**config.mk**
```make
export PLATFORM = sky130hd
export DESIGN_NAME = psum_accumulator
export DESIGN_NICKNAME = d
export VERILOG_FILES = /design/src/rtl/psum_acc_pkg.sv /design/src/rtl/psum_line_buffer.sv /design/src/rtl/psum_accumulator.sv
export SDC_FILE = /design/constraint.sdc
export NUM_CORES = 2
export LEC_CHECK = 0
export CELL_PAD_IN_SITES_DETAIL_PLACEMENT = 0
export CELL_PAD_IN_SITES_GLOBAL_PLACEMENT = 1
export CORE_UTILIZATION = 50
export DETAILED_ROUTE_END_ITERATION = 8
export PLACE_DENSITY = 0.74
export SETUP_SLACK_MARGIN = 0.05
export SLEW_MARGIN = 20
export SYNTH_ARGS = -nofsm -noshare
export SYNTH_HDL_FRONTEND = slang
export SYNTH_SLANG_ARGS = --single-unit
```
**constraint.sdc**
```tcl
create_clock -name clk -period 22.2 [get_ports clk]
set_input_delay 4.44 -clock clk [delete_from_list [all_inputs] [get_ports clk]]
set_output_delay 4.44 -clock clk [all_outputs]
set_load 0.05 [all_outputs]
```
**src/rtl/psum_acc_pkg.sv**
```systemverilog
// Shared types and helpers for the partial-sum accumulator: FSM states,
// accumulator width rule and signed saturation.
package psum_acc_pkg;

  typedef enum logic [1:0] {
    IDLE  = 2'd0,
    ACCUM = 2'd1,
    FINAL = 2'd2
  } state_t;

  function automatic int acc_width(input int t_d_size, input int f_width);
    return t_d_size + $clog2(f_width);
  endfunction

  // Operates on a 64-bit sign-extended value so one helper serves any ACC_W <= 64.
  function automatic logic signed [63:0] sat_to(input logic signed [63:0] v,
                                                input int o_width);
    logic signed [63:0] max_v;
    logic signed [63:0] min_v;
    max_v = (64'sd1 <<< (o_width - 1)) - 64'sd1;
    min_v = -max_v - 64'sd1;
    if (v > max_v) begin
      return max_v;
    end
    if (v < min_v) begin
      return min_v;
    end
    return v;
  endfunction

endpackage

```
**src/rtl/psum_line_buffer.sv**
```systemverilog
// Line buffer for running column sums: one synchronous write port and one
// asynchronous read port, contents are never reset.
module psum_line_buffer
  import psum_acc_pkg::*;
#(
  parameter int DEPTH = 32,
  parameter int WIDTH = 40,
  parameter int AW    = 5
) (
  input  logic             clk,
  input  logic             i_we,
  input  logic [AW-1:0]    i_waddr,
  input  logic [WIDTH-1:0] i_wdata,
  input  logic [AW-1:0]    i_raddr,
  output logic [WIDTH-1:0] o_rdata
);

  logic [WIDTH-1:0] r_mem [DEPTH];

  always_ff @(posedge clk) begin
    if (i_we) begin
      r_mem[i_waddr] <= i_wdata;
    end
  end

  assign o_rdata = r_mem[i_raddr];

endmodule

```
**src/rtl/psum_accumulator.sv**
```systemverilog
// Accumulates PE-column partial sums over F_WIDTH passes, then bias/activation/
// shift/saturate on the final pass. Define PSUM_ACC_RELU_EN to enable ReLU.
module psum_accumulator
  import psum_acc_pkg::*;
#(
  parameter int T_D_SIZE = 37,
  parameter int O_D_SIZE = 16,
  parameter int F_WIDTH  = 5,
  parameter int LINE_LEN = 32
) (
  input  logic                       clk,
  input  logic                       rst,
  input  logic                       clk_en,
  input  logic [T_D_SIZE-1:0]        psum_i,
  input  logic                       psum_valid_i,
  output logic                       psum_ready_o,
  input  logic [T_D_SIZE-1:0]        bias_i,
  input  logic [4:0]                 shift_i,
  output logic [O_D_SIZE-1:0]        out_data_o,
  output logic                       out_valid_o,
  input  logic                       out_ready_i,
  output logic [$clog2(F_WIDTH)-1:0] pass_o,
  output logic                       row_done_o
);

  localparam int ACC_W = acc_width(T_D_SIZE, F_WIDTH);
  localparam int EXT_W = ACC_W - T_D_SIZE;
  localparam int PW    = $clog2(F_WIDTH);
  localparam int CW    = (LINE_LEN > 1) ? $clog2(LINE_LEN) : 1;
  localparam logic [CW-1:0] COL_LAST       = CW'(LINE_LEN - 1);
  localparam logic [PW-1:0] PASS_PRE_FINAL = PW'(F_WIDTH - 2);

  if (F_WIDTH < 2 || ACC_W > 64) begin : g_param_check
    $error("psum_accumulator: F_WIDTH must be >= 2 and ACC_W <= 64");
  end

  state_t                r_state;
  logic [CW-1:0]         r_col;
  logic [PW-1:0]         r_pass;
  logic [O_D_SIZE-1:0]   r_out_data;
  logic                  r_out_valid;
  logic                  r_row_done;

  logic                  w_accept;
  logic                  w_col_wrap;
  logic                  w_buf_we;
  logic [ACC_W-1:0]      w_buf_rd;
  logic [ACC_W-1:0]      w_buf_wr;
  logic signed [ACC_W-1:0] w_psum_ext;
  logic signed [ACC_W-1:0] w_bias_ext;
  logic signed [ACC_W-1:0] w_sum_v;
  logic signed [ACC_W-1:0] w_act_v;
  logic signed [63:0]    w_act_64;
  logic signed [63:0]    w_shifted;
  logic signed [63:0]    w_sat;

  assign psum_ready_o = clk_en & ~((r_state == FINAL) & r_out_valid & ~out_ready_i);
  assign w_accept     = psum_valid_i & psum_ready_o;
  assign w_col_wrap   = (r_col == COL_LAST);

  assign w_psum_ext = {{EXT_W{psum_i[T_D_SIZE-1]}}, psum_i};
  assign w_bias_ext = {{EXT_W{bias_i[T_D_SIZE-1]}}, bias_i};

  // Pass 0 overwrites stale contents, so the buffer itself needs no reset.
  assign w_buf_wr = (r_pass == '0) ? w_psum_ext : (w_buf_rd + w_psum_ext);
  assign w_buf_we = w_accept & (r_state != FINAL);

  assign w_sum_v = w_buf_rd + w_psum_ext + w_bias_ext;
`ifdef PSUM_ACC_RELU_EN
  assign w_act_v = w_sum_v[ACC_W-1] ? '0 : w_sum_v;
`else
  assign w_act_v = w_sum_v;
`endif
  assign w_act_64  = 64'(w_act_v);
  assign w_shifted = w_act_64 >>> shift_i;
  assign w_sat     = sat_to(w_shifted, O_D_SIZE);

  psum_line_buffer #(
    .DEPTH (LINE_LEN),
    .WIDTH (ACC_W),
    .AW    (CW)
  ) u_line_buffer (
    .clk     (clk),
    .i_we    (w_buf_we),
    .i_waddr (r_col),
    .i_wdata (w_buf_wr),
    .i_raddr (r_col),
    .o_rdata (w_buf_rd)
  );

  always_ff @(posedge clk or posedge rst) begin
    if (rst) begin
      r_state     <= IDLE;
      r_col       <= '0;
      r_pass      <= '0;
      r_out_data  <= '0;
      r_out_valid <= 1'b0;
      r_row_done  <= 1'b0;
    end else if (clk_en) begin
      r_row_done <= 1'b0;
      if (r_out_valid && out_ready_i) begin
        r_out_valid <= 1'b0;
      end
      if (w_accept) begin
        r_col <= w_col_wrap ? '0 : r_col + 1'b1;
        case (r_state)
          IDLE, ACCUM: begin
            if (w_col_wrap) begin
              r_pass  <= r_pass + 1'b1;
              r_state <= (r_pass == PASS_PRE_FINAL) ? FINAL : ACCUM;
            end else begin
              r_state <= ACCUM;
            end
          end
          FINAL: begin
            // A final beat is only accepted when the output slot is free or draining.
            r_out_data  <= w_sat[O_D_SIZE-1:0];
            r_out_valid <= 1'b1;
            if (w_col_wrap) begin
              r_pass     <= '0;
              r_state    <= IDLE;
              r_row_done <= 1'b1;
            end
          end
          default: r_state <= IDLE;
        endcase
      end
    end
  end

  assign out_data_o  = r_out_data;
  assign out_valid_o = r_out_valid;
  assign pass_o      = r_pass;
  assign row_done_o  = r_row_done;

endmodule

```
==> flow_summary.ini <==
[cells_and_area]
finalNonFillerCells = 5264
syn2layout_area_growth_pct = 12.4
final_common_cell = edfxtp_1
nNetsFinal = 3809
final_cell_mix = 1,280 x edfxtp_1, 323 x mux4_2, 236 x nand2_1
fillCellCount = 8846
drive_gt1_share_pct = 19.0

[routing]
drt-initial-drc-count = 4656
drtAntennaViolNets = 0
wl_um = 173000
dr.pass1.iters = 6
vias = 35417
wire_per_inst_um = 32.8
viasPerCell = 6.73
drc_errors = 0

[grt]
grt_util_all_layers_pct = 29.3
use_met1_pct = 41.5
grt_pass1_wl_um = 246000
grt_start_max_net_pins = 112
grt_pass1_vias = 34146
top_usage_layer = met2
antenna_found_initial = 3
met3_usage_pct = 4.33
grt_overflow = 0
met2_usage_pct = 46.7

[die]
initial_core_util_pct = 50.4
die_w_um = 344
io_pins = 106
dieHeight_um = 344
core-area_um2 = 116000
placementRows = 125
die-area_um2 = 118000

[synthesis]
syn_area_per_cell_um2 = 16.6
synth_area_um2 = 58500
synth-seq-area-share_pct = 67.0
ys_warn_count = 0
yosys_register_bits = 1308
async_reset_ff_share_pct = 2.14
yosysUniqueCellTypes = 104
syn_inst = 3523
synth_fp_nets = 3696
synth_edf_count = 1280
synth_flop_cell = edfxtp_1

[timing]
hold_violations = 0
fmax_mhz = 78.4
finalCriticalPeriod_ps = 12760
worst_slew_pin_slew_ps = 1100
relSlewSlack_pct = 26.4
min_period_over_period_pct = 57.5
final.setup.tns_ps = 0
setup_violations = 0
rsz0062_at_grt = false
drv_slew = 0
fin_skew_ps = 40.2

[worst_setup_path]
worstPathRequired_ps = 22880
crit_path_max_fanout = 15
max_stage_delay_ps = 860
critical_path_class = in2reg
crit_family = compound AO/OA/AOI/OAI gates
end_kind = register
critPathBufInv = 1
slowest_stage = o41ai_4
path_common_cell = o21ai_0
start_kind = input pin
arrival_ps = 13440

[clock_network]
numCtsBuffers = 135
clkLatencyLatePin_ps = 760
cts_buffer_depth = 3
clk_pin_slew_worst_paths_ps = 60
post_cts_resized = 0
cts_setup_buffers = 0
cts_htree_levels = 4
cts.sink_count = 1308
cts_tree = done
clock-root-buffer = clkbuf_16
cts_hold_buffers = 0

[place]
io_buffers = 105
routabilityCongestion = 0.924
dpl.cell_count = 5023
place_hpwl_um = 96800

[job]
drv_cap = 0

[min_path]
hold_class = reg2reg

[status]
status = complete, no violations
[kinds of logic after synthesis]
group	count (synthesis)	synth area share (%)
xor gates and xnor gates	63	0.957
adders and majority gates	89	1.93
muxes	383	13.5
buffers and inverters	253	1.73
DFF	1308	67.0
and+or+nand+nor	694	5.75
AOI/OAI and AO/OA	733	9.15
[synthesized netlist by cell type (9+ instances only)]
cell | instances | area, um^2
a211oi_1 | 37 | 278
o2111ai_1 | 9 | 78.8
buf_2 | 30 | 150
edfxtp_1 | 1280 | 38400
ha_1 | 87 | 1090
a31oi_1 | 23 | 144
nor2_1 | 144 | 541
mux2_2 | 20 | 225
nand3_1 | 60 | 300
nor4_1 | 20 | 125
o21a_1 | 15 | 113
a22oi_1 | 161 | 1210
buf_1 | 42 | 158
or2_2 | 10 | 62.6
o31ai_1 | 13 | 97.6
clkbuf_1 | 129 | 484
o211ai_1 | 19 | 143
nand2_1 | 237 | 890
nand2b_1 | 19 | 119
inv_1 | 48 | 180
nor3_1 | 48 | 240
nand4_1 | 54 | 338
a41oi_1 | 18 | 158
a211o_1 | 16 | 140
o21ai_0 | 94 | 470
xnor2_1 | 42 | 368
mux4_2 | 323 | 7270
a21o_1 | 54 | 405
o21bai_1 | 10 | 75.1
xor2_1 | 20 | 175
o22ai_1 | 11 | 68.8
or3_1 | 11 | 68.8
mux2i_1 | 39 | 390
a21oi_1 | 112 | 561
and2_1 | 22 | 138
dfrtp_1 | 28 | 701
and3_1 | 17 | 106
a22o_1 | 13 | 114
[stage by stage]
stage,util (%),hold slack (ps),worst slack [ps],area [um^2]
after global placement,53.0,485,8900,61500
after CTS,56.6,505,9570,65700
final,56.6,501,9440,65700
after detailed placement,53.0,492,8810,61500
after global routing,56.6,542,8860,65700
after floorplan,-,464,11280,58500
[area by class of cell]
class,instances,area (um^2),share of cell area (%)
clock buffers,163,3480,5.30
inverters,48,180,0.274
well taps,1524,1910,2.90
repair buffers,181,1650,2.51
multi-input cells,1962,18600,28.3
clock inverters,76,763,1.16
flip-flops and latches,1308,39100,59.6
diodes,2,5.00,0.00761
[path summary, 6_finish.rpt]
| path | start | end | slack [ps] | cells past startpoint |
|---|---|---|---|---|
| max in group asynchronous | rst | r_col[0] | 17650 | 2 |
| min reg2reg | r_state[0] | r_state[0] | 500 | 1 |
| max reg2reg | r_col[0] | out_data_o[8] | 10140 | 34 |
| min in group asynchronous | rst | out_data_o[1] | 4080 | 2 |
| min | r_state[0] | r_state[0] | 500 | 1 |
| max | psum_i[1] | out_data_o[8] | 9440 | 30 |
[flip-flops by register name, indices dropped and copies added (netlist names)]
| register | count |
|---|---|
| u_line_buffer.r_mem | 1280 |
| out_data_o | 16 |
| r_col | 5 |
| pass_o | 3 |
| r_state | 2 |
| out_valid_o | 1 |
| row_done_o | 1 |
[routing by layer]
metal / vias to the layer above / routed length (um)
met2: 2028 / 82400
met3: 312 / 15300
li1: 14797 / -
met4: 2 / 6180
met1: 18278 / 68800
met5: - / 13
Power is left out: the tool's default activity adds up to more than one toggle a clock period on the data nets, which glitch-free logic cannot reach.
